`src/rtl/seq_divider.sv`:
```
// rtl/seq_divider.sv - multi-cycle unsigned restoring divider, one quotient bit per clock
//
// Ports:
//   clk        rising-edge clock
//   rst_n      asynchronous active-low reset
//   start      operation request, honoured only while idle
//   dividend   numerator, captured on the accepting edge
//   divisor    denominator, captured on the accepting edge
//   busy       high while an operation is running or completing
//   done       one-cycle completion pulse; results valid from this cycle on
//   quotient   registered quotient (all ones on divide by zero)
//   remainder  registered remainder (dividend on divide by zero)
//   divByZero  registered flag, set when the last operation had divisor == 0

module seq_divider #(
    parameter int WIDTH = 8
) (
    input  logic             clk,
    input  logic             rst_n,
    input  logic             start,
    input  logic [WIDTH-1:0] dividend,
    input  logic [WIDTH-1:0] divisor,
    output logic             busy,
    output logic             done,
    output logic [WIDTH-1:0] quotient,
    output logic [WIDTH-1:0] remainder,
    output logic             divByZero
);

    localparam int CW = (WIDTH > 1) ? $clog2(WIDTH) : 1;
    localparam logic [CW-1:0] LAST = CW'(WIDTH - 1);

    typedef enum logic [1:0] {
        IDLE = 2'd0,
        RUN  = 2'd1,
        DONE = 2'd2
    } state_t;

    state_t state, state_next;

    logic [CW-1:0]    count;
    logic [WIDTH-1:0] part;     // partial remainder, always < divisor between steps
    logic [WIDTH-1:0] shift;    // dividend bits shift out the top, quotient bits shift in
    logic [WIDTH-1:0] hold;     // captured divisor

    logic [WIDTH:0]   part_shift;
    logic [WIDTH-1:0] diff;
    logic             q_bit;
    logic [WIDTH-1:0] part_step;
    logic [WIDTH-1:0] shift_step;

    // One restoring step. The shifted partial remainder needs WIDTH+1 bits for
    // the compare, but when the subtraction is taken the result is below the
    // divisor, so a WIDTH-bit difference is exact.
    always_comb begin
        part_shift = {part, shift[WIDTH-1]};
        q_bit      = (part_shift >= {1'b0, hold});
        diff       = part_shift[WIDTH-1:0] - hold;
        part_step  = q_bit ? diff : part_shift[WIDTH-1:0];
        shift_step = {shift[WIDTH-2:0], q_bit};
    end

    always_ff @(posedge clk or negedge rst_n) begin
        if (!rst_n) begin
            state <= IDLE;
        end else begin
            state <= state_next;
        end
    end

    always_comb begin
        state_next = state;
        busy       = 1'b0;
        done       = 1'b0;
        case (state)
            IDLE: begin
                if (start) begin
                    state_next = (divisor == '0) ? DONE : RUN;
                end
            end
            RUN: begin
                busy = 1'b1;
                if (count == LAST) begin
                    state_next = DONE;
                end
            end
            DONE: begin
                busy       = 1'b1;
                done       = 1'b1;
                state_next = IDLE;
            end
            default: begin
                state_next = IDLE;
            end
        endcase
    end

    always_ff @(posedge clk or negedge rst_n) begin
        if (!rst_n) begin
            count     <= '0;
            part      <= '0;
            shift     <= '0;
            hold      <= '0;
            quotient  <= '0;
            remainder <= '0;
            divByZero <= 1'b0;
        end else begin
            case (state)
                IDLE: begin
                    if (start) begin
                        if (divisor == '0) begin
                            quotient  <= '1;
                            remainder <= dividend;
                            divByZero <= 1'b1;
                        end else begin
                            shift     <= dividend;
                            hold      <= divisor;
                            part      <= '0;
                            count     <= '0;
                            divByZero <= 1'b0;
                        end
                    end
                end
                RUN: begin
                    part  <= part_step;
                    shift <= shift_step;
                    count <= count + 1'b1;
                    // Outputs only change on the final step, never mid-run.
                    if (count == LAST) begin
                        quotient  <= shift_step;
                        remainder <= part_step;
                    end
                end
                default: begin
                end
            endcase
        end
    end

endmodule

```
`config.mk`:
```
export PLATFORM = sky130hd
export DESIGN_NAME = seq_divider
export DESIGN_NICKNAME = d
export VERILOG_FILES = /design/src/rtl/seq_divider.sv
export SDC_FILE = /design/constraint.sdc
export NUM_CORES = 1
export LEC_CHECK = 0
export CORE_MARGIN = 10
export CORE_UTILIZATION = 36
export CTS_CLUSTER_DIAMETER = 30
export DETAILED_ROUTE_END_ITERATION = 8
export DONT_BUFFER_PORTS = 1
export MAX_ROUTING_LAYER = met4
export PLACE_DENSITY = 0.57
export SLEW_MARGIN = 30
export SYNTH_ARGS = -nofsm -noshare
export SYNTH_HDL_FRONTEND = slang
export SYNTH_SLANG_ARGS = --single-unit
export TNS_END_PERCENT = 100
```
`constraint.sdc`:
```
create_clock -name clk -period 2 [get_ports clk]
set_clock_uncertainty 0.1 [all_clocks]
set_input_delay 0.5 -clock clk [delete_from_list [all_inputs] [get_ports clk]]
set_output_delay 0.5 -clock clk [all_outputs]
set_load 0.02 [all_outputs]
```
==> results of run 1 <==
==> repair_timing <==
item / 4_1_cts / 5_1_grt
gates resized for setup: 22 / 22
cloned: 0 / 1
hold buffers: 2 / 0
hold endpoints to repair: 46 / 0
setup endpoints to repair: 18 / 17
setup buffers: 6 / 7
pin swaps: 16 / 13
==> worst reg2reg max path: cells and delay by family, from the launching register on <==
family	cells	cell delay (ns)
simple gates	1	0.16
compound gates	3	0.34
fa+ha+maj	2	0.51
mux	2	0.44
flops	1	0.42
==> logic make-up (layout without fill, tap and decap cells) <==
| kind of cell | count (synthesis) | in the layout |
|---|---|---|
| flip-flops | 46 | 46 |
| AO/OA/AOI/OAI | 75 | 75 |
| buffers and inverters | 35 | 86 |
| XOR/XNOR | 3 | 3 |
| AND/OR/NAND/NOR | 84 | 84 |
| multiplexers | 17 | 17 |
| adder cells (fa/ha/maj) | 14 | 14 |
==> state kept, by name (all words and copies together), names as in the netlist <==
signal	count
hold	8
part	8
quotient	8
remainder	8
shift	8
count	3
state	2
divByZero	1
==> stage by stage <==
stage,hold WS (ns),TNS [ns]
after floorplan,0.104,-0.106
after global placement,0.106,-1.38
after detailed placement,0.106,-1.71
after CTS,0.201,-0.317
after global routing,0.220,-1.35
final,0.213,-0.199
==> layer usage <==
metal  vias to the layer above  GRT usage (%)  part of all wire, %
met5                         -              -                    0
met4                         0           3.78                  1.0
met3                         6           3.35                  4.9
met2                        31           19.0                   48
met1                       977           15.4                   46
li1                       1046              -                    -
==> cell usage in the layout (no fill, tap or decap), drive strengths merged, types with 3 or more instances in the layout <==
| cell type | instances |
|---|---|
| nand2 | 40 |
| a31oi | 8 |
| a221oi | 3 |
| nand2b | 3 |
| inv | 24 |
| clkbuf | 7 |
| ha | 13 |
| buf | 51 |
| mux2i | 14 |
| o21ai | 39 |
| dfrtp | 46 |
| a21oi | 16 |
| nor2b | 3 |
| nor2 | 29 |
| mux2 | 3 |
==> final cells by class <==
cell class / instances / area, sq um / area share (%)
clock buffers: 5 / 68.8 / 2.00
clock inverters: 3 / 21.3 / 0.618
inverters: 24 / 90.1 / 2.62
multi-input cells: 193 / 1510 / 43.9
flip-flops and latches: 46 / 1150 / 33.4
well taps: 96 / 120 / 3.49
repair buffers: 54 / 482 / 14.0
==> where the power goes <==
group          total [mW]  internal, mW  switching, mW
sequential           1.42          1.20          0.216
combinational        3.90          1.98           1.92
clock               0.591         0.246          0.345
==> final timing paths <==
check                                      endpoint  cells past startpoint  slack [ns]                 start
max                        remainder[6]$_DFFE_PN0P_                      8       -0.09   hold[0]$_DFFE_PN0P_
min                             hold[2]$_DFFE_PN0P_                      2        0.21            divisor[2]
max reg2reg                remainder[6]$_DFFE_PN0P_                      8       -0.09   hold[0]$_DFFE_PN0P_
min reg2reg                    count[1]$_DFFE_PN0P_                      2        0.39  count[1]$_DFFE_PN0P_
max in group asynchronous      count[1]$_DFFE_PN0P_                      2        0.97                 rst_n
min in group asynchronous       hold[3]$_DFFE_PN0P_                      2        0.60                 rst_n
==> flow_metrics.py, run 1 <==
metrics = {
    "setup_path": {
        "worstPathMaxFanout": 2,
        "start_kind": "flip-flop",
        "crit_arrival_ns": 2.17,
        "cp.buffers_inverters": 0,
        "cp_cell_sequence": "ha_4 > fa_2 > nand2b_4 > a21oi_4 > mux2i_1 > o2111ai_1 > mux2i_1 > a221oi_2",
        "worst_path_max_delay_cell": "dfrtp_1",
        "cpMostUsedCell": "mux2i_1",
        "required_ns": 2.09,
        "critPathTopFamily": "adder cells",
        "path_class": "reg -> reg",
        "end_kind": "flip-flop",
        "critical_path.max_stage_delay_ns": 0.42,
    },
    "placement": {
        "io_buffers": 0,
        "gp_congestion": 0.823,
        "place_ws_ns": -0.165,
        "dp.cells": 399,
        "place_area_sq_um": 3010,
        "hpwl_um": 4700,
    },
    "logic_synthesis": {
        "synth_ff_type": "dfrtp_1",
        "synthArstFlopShare_pct": 100,
        "synthXorXnorAreaFrac_pct": 1.02,
        "synth_edf_count": 0,
        "synth-adder-area-share_pct": 7.11,
        "synthTopCellsByCount": "46 x dfrtp_1, 39 x nand2_1, 26 x nor2_1",
        "yosys.area_share.simple_pct": 15.2,
        "netlist_instances": 274,
        "yosysWarnings": 0,
        "yosysTopAreaCell": "dfrtp_1",
        "synth.distinct_cells": 39,
        "synth_top_area_share_pct": 44.8,
        "ys_ff_latch": 46,
        "syn_area_per_cell_sq_um": 9.38,
        "synthTopCellsByArea": "dfrtp_1 45%, ha_1 6.3%, nand2_1 5.7%",
        "yosysMostFrequentCell": "dfrtp_1",
        "syn-cell-area_sq_um": 2570,
        "synth_top_family_by_area": "compound AO/OA/AOI/OAI gates",
        "yosysSeqAreaShare_pct": 44.8,
        "synth_compound_area_share_pct": 18.8,
        "synth_nets": 307,
        "muxShareOfSynthArea_pct": 6.77,
    },
    "layout": {
        "fin_cells": 421,
        "final_cell_area_sq_um": 3440,
        "n_fill_cell": 632,
        "drive_above_1_share_pct": 36.3,
        "final_core_util_pct": 50.1,
        "syn2layout_area_growth_pct": 34.0,
        "diodes": 0,
        "layout.nets": 357,
    },
    "cts": {
        "clk_pin_slew_ns": 0.09,
        "root_buffer": "clkbuf_8",
        "cts_max_level": 2,
        "clkLatencyLatePin_ns": 0.30,
        "clock_sinks": 46,
        "cts_tree": "built",
        "numCtsBuffers": 5,
        "clockBufferDepth": 2,
    },
    "floorplanning": {
        "core_sq_um": 6870,
        "die_y_um": 104,
        "io_pins": 38,
        "dieWidth_um": 104,
        "fp.dieArea_sq_um": 10900,
        "start_util_pct": 37.4,
        "rows": 30,
    },
    "routing": {
        "vias_per_cell": 4.89,
        "ant_nets": 0,
        "drc": 0,
        "vias": 2060,
        "drt_wl_total_um": 6590,
        "first_iter_violations": 109,
        "wire_per_inst_um": 15.7,
        "drtPass1Iterations": 4,
    },
    "flow_run": {
        "maxCapViolCount": 0,
    },
    "global_route": {
        "first_global_vias": 2052,
        "track_usage_pct": 12.3,
        "grt_max_degree": 47,
        "overflow": 0,
        "antenna_found_initial": 0,
        "grt_pass1_wl_um": 10700,
    },
    "hold_path": {
        "min_path_type": "in -> reg",
    },
    "timing": {
        "worst_pin_slew_ns": 0.392,
        "fin_crit_sh_pct": 104,
        "hold_viol": 0,
        "timing.final.ws_setup_ns": -0.0876,
        "min_period_ns": 2.09,
        "fmax_ghz": 0.479,
        "drv_slew": 0,
        "max_slew_margin_pct": 73.9,
        "rsz0062_at_grt": "yes",
        "setup_viol_count_final": 6,
    },
    "power_and_ir_drop": {
        "irDropWorstVdd_mv": 0.589,
        "leakage_nw": 1.45,
        "power.total_mw": 5.91,
        "p_per_area_nw_per_um2": 1720,
    },
    "status": {
        "status": "complete, but fails checks",
        "violations": "negative setup slack",
    },
}
Power figures use the tool's default switching activity.
==> run 2: changes to the inputs <==
--- a/config.mk
+++ b/config.mk
@@ -6,12 +6,12 @@
 export NUM_CORES = 1
 export LEC_CHECK = 0
 export CORE_MARGIN = 10
-export CORE_UTILIZATION = 36
+export CORE_UTILIZATION = 45
 export CTS_CLUSTER_DIAMETER = 30
 export DETAILED_ROUTE_END_ITERATION = 8
 export DONT_BUFFER_PORTS = 1
 export MAX_ROUTING_LAYER = met4
-export PLACE_DENSITY = 0.57
+export PLACE_DENSITY = 0.67
 export SLEW_MARGIN = 30
 export SYNTH_ARGS = -nofsm -noshare
 export SYNTH_HDL_FRONTEND = slang
==> run 2 against run 1 <==
The flow still finishes with violations (negative setup slack). Sequential share of layout area rose by 1.1 points. Design area fell by 3.2%. Flip-flop and latch count did not move. Global-route usage rose by 2.7 points. Critical path depth rose by 3. Wire length fell by 4.1%. Die area fell by 16%. Non-clock buffer count fell by 4. Critical path type unchanged.
==> flow_metrics.py, run 2 (synthesis gave the netlist of run 1 again) <==
metrics = {
    "setup_path": {
        "r2r_start": "hold[1]$_DFFE_PN0P_",
        "end_kind": "flip-flop",
        "worstPathMaxFanout": 5,
        "required_ns": 2.09,
        "r2r_cells": 11,
        "path_class": "reg -> reg",
        "crit_arrival_ns": 2.28,
        "r2r_end": "part[5]$_DFFE_PN0P_",
        "crit_path_start": "hold[1]$_DFFE_PN0P_",
        "start_kind": "flip-flop",
        "r2r_setup_slack_ns": -0.18,
        "crit_path_end": "part[5]$_DFFE_PN0P_",
    },
    "timing": {
        "worst_pin_slew_ns": 0.386,
        "max_slew_margin_pct": 74.3,
        "drv_slew": 0,
        "hold_viol": 0,
        "min_period_ns": 2.18,
        "fin_crit_sh_pct": 109,
        "rsz0062_at_grt": "yes",
        "timing.final.ws_setup_ns": -0.185,
        "fmax_ghz": 0.458,
        "setup_viol_count_final": 18,
    },
    "placement": {
        "dp.cells": 370,
        "gp_congestion": 0.812,
        "hpwl_um": 4620,
        "place_ws_ns": -0.213,
        "place_area_sq_um": 2940,
        "io_buffers": 0,
    },
    "routing": {
        "wl_met2_um": 2980,
        "drtPass1Iterations": 4,
        "met1_length_um": 2800,
        "vias": 2047,
        "first_iter_violations": 139,
        "drc": 0,
        "ant_nets": 0,
        "met3_length_um": 440,
        "wire_per_inst_um": 16.1,
        "drt_wl_total_um": 6320,
        "vias_per_cell": 5.21,
        "routed.top_layer": "met4",
    },
    "layout": {
        "final_cell_area_sq_um": 3330,
        "final_common_cell": "dfrtp_1",
        "syn2layout_area_growth_pct": 29.7,
        "layout.nets": 353,
        "fin_cells": 393,
        "diodes": 0,
        "drive_above_1_share_pct": 34.3,
        "final_core_util_pct": 60.2,
        "final_cell_mix": "45 x dfrtp_1, 41 x buf_4, 38 x nand2_1, 24 x nor2_1, 19 x o21ai_0",
    },
    "power_and_ir_drop": {
        "p_sw_share_pct": 42.2,
        "sequentialPowerShare_pct": 23.8,
        "p_comb_share_pct": 65.8,
        "leakage_nw": 1.44,
        "p_int_mw": 3.48,
        "irDropWorstVdd_mv": 0.901,
        "clkPwrFrac_pct": 10.5,
        "switchingPower_mw": 2.54,
        "power.total_mw": 6.02,
        "p_per_area_nw_per_um2": 1800,
    },
    "floorplanning": {
        "core_sq_um": 5540,
        "start_util_pct": 46.4,
        "rows": 27,
        "die_y_um": 95.6,
        "fp.dieArea_sq_um": 9130,
        "dieWidth_um": 95.6,
        "io_pins": 38,
    },
    "cts": {
        "cts_max_level": 2,
        "numCtsBuffers": 5,
        "clock_sinks": 46,
        "cts_tree": "built",
        "root_buffer": "clkbuf_8",
        "clk_pin_slew_ns": 0.10,
        "clkLatencyLatePin_ns": 0.31,
        "clockBufferDepth": 2,
    },
    "global_route": {
        "first_global_vias": 2090,
        "overflow": 0,
        "grt_pass1_wl_um": 10400,
        "antenna_found_initial": 0,
        "grt_max_degree": 47,
        "track_usage_pct": 15.0,
    },
    "status": {
        "status": "complete, but fails checks",
        "violations": "negative setup slack",
    },
    "hold_path": {
        "min_path_type": "in -> reg",
    },
    "flow_run": {
        "maxCapViolCount": 0,
    },
}
## run 2: how the worst min path moves through the flow
stage,startpoint,to,slack [ns],cells after the start
2_1_floorplan,rst_n,count[0]$_DFFE_PN0P_,0.10,0
3_3_place_gp,rst_n,hold[4]$_DFFE_PN0P_,0.11,0
3_5_place_dp,rst_n,part[2]$_DFFE_PN0P_,0.11,0
4_1_cts,divisor[2],hold[2]$_DFFE_PN0P_,0.20,2
5_1_grt,divisor[2],hold[2]$_DFFE_PN0P_,0.19,2
6_report,divisor[2],hold[2]$_DFFE_PN0P_,0.21,2
## run 2: stage by stage
stage,hold WS [ns],setup TNS (ns)
floorplan,0.104,-0.106
global placement,0.107,-0.935
detailed placement,0.107,-1.27
CTS,0.200,-1.34
global route,0.192,-3.50
finish,0.205,-2.18
## run 2: worst max-delay path, cell delays in order, from the launching register on
cell	delay, ns
dfrtp_1	0.41
inv_2	0.07
ha_4	0.26
nand2b_1	0.08
a21oi_2	0.18
a311oi_2	0.07
buf_4	0.17
o21ai_4	0.20
buf_6	0.13
buf_4	0.11
mux2i_4	0.23
o21ai_1	0.07
## run 2: final cells by class
type                       count  area (sq um)
inverter                      24          90.1
sequential                    46          1150
multi-input combinational    193          1470
clock buffer                   5          68.8
fill                         480          2210
timing repair buffer          50           433
tap                           72          90.1
clock inverter                 3          28.8
## run 2: what timing repair did
action | CTS | global route
hold buffers | 2 | 0
endpoints found under the hold margin | 46 | 0
resized for setup | 26 | 18
buffers inserted | 8 | 5
pin swaps | 15 | 9
setup endpoints to repair | 17 | 25
## run 2: per-layer routing
| metal | vias to the layer above | track usage, % |
|---|---|---|
| li1 | 1032 | - |
| met1 | 973 | 18.5 |
| met2 | 37 | 22.5 |
| met3 | 5 | 5.11 |
| met4 | 0 | 5.16 |
| met5 | - | - |
## run 2: power groups by stage
stage	sequential, mW	combinational (mW)	clock, mW
after global placement	1.42	2.90	0
after detailed placement	1.43	2.96	0
after floorplan	1.39	2.04	0
after global routing	1.46	4.32	0.701
after CTS	1.43	3.61	0.648
final	1.43	3.96	0.631
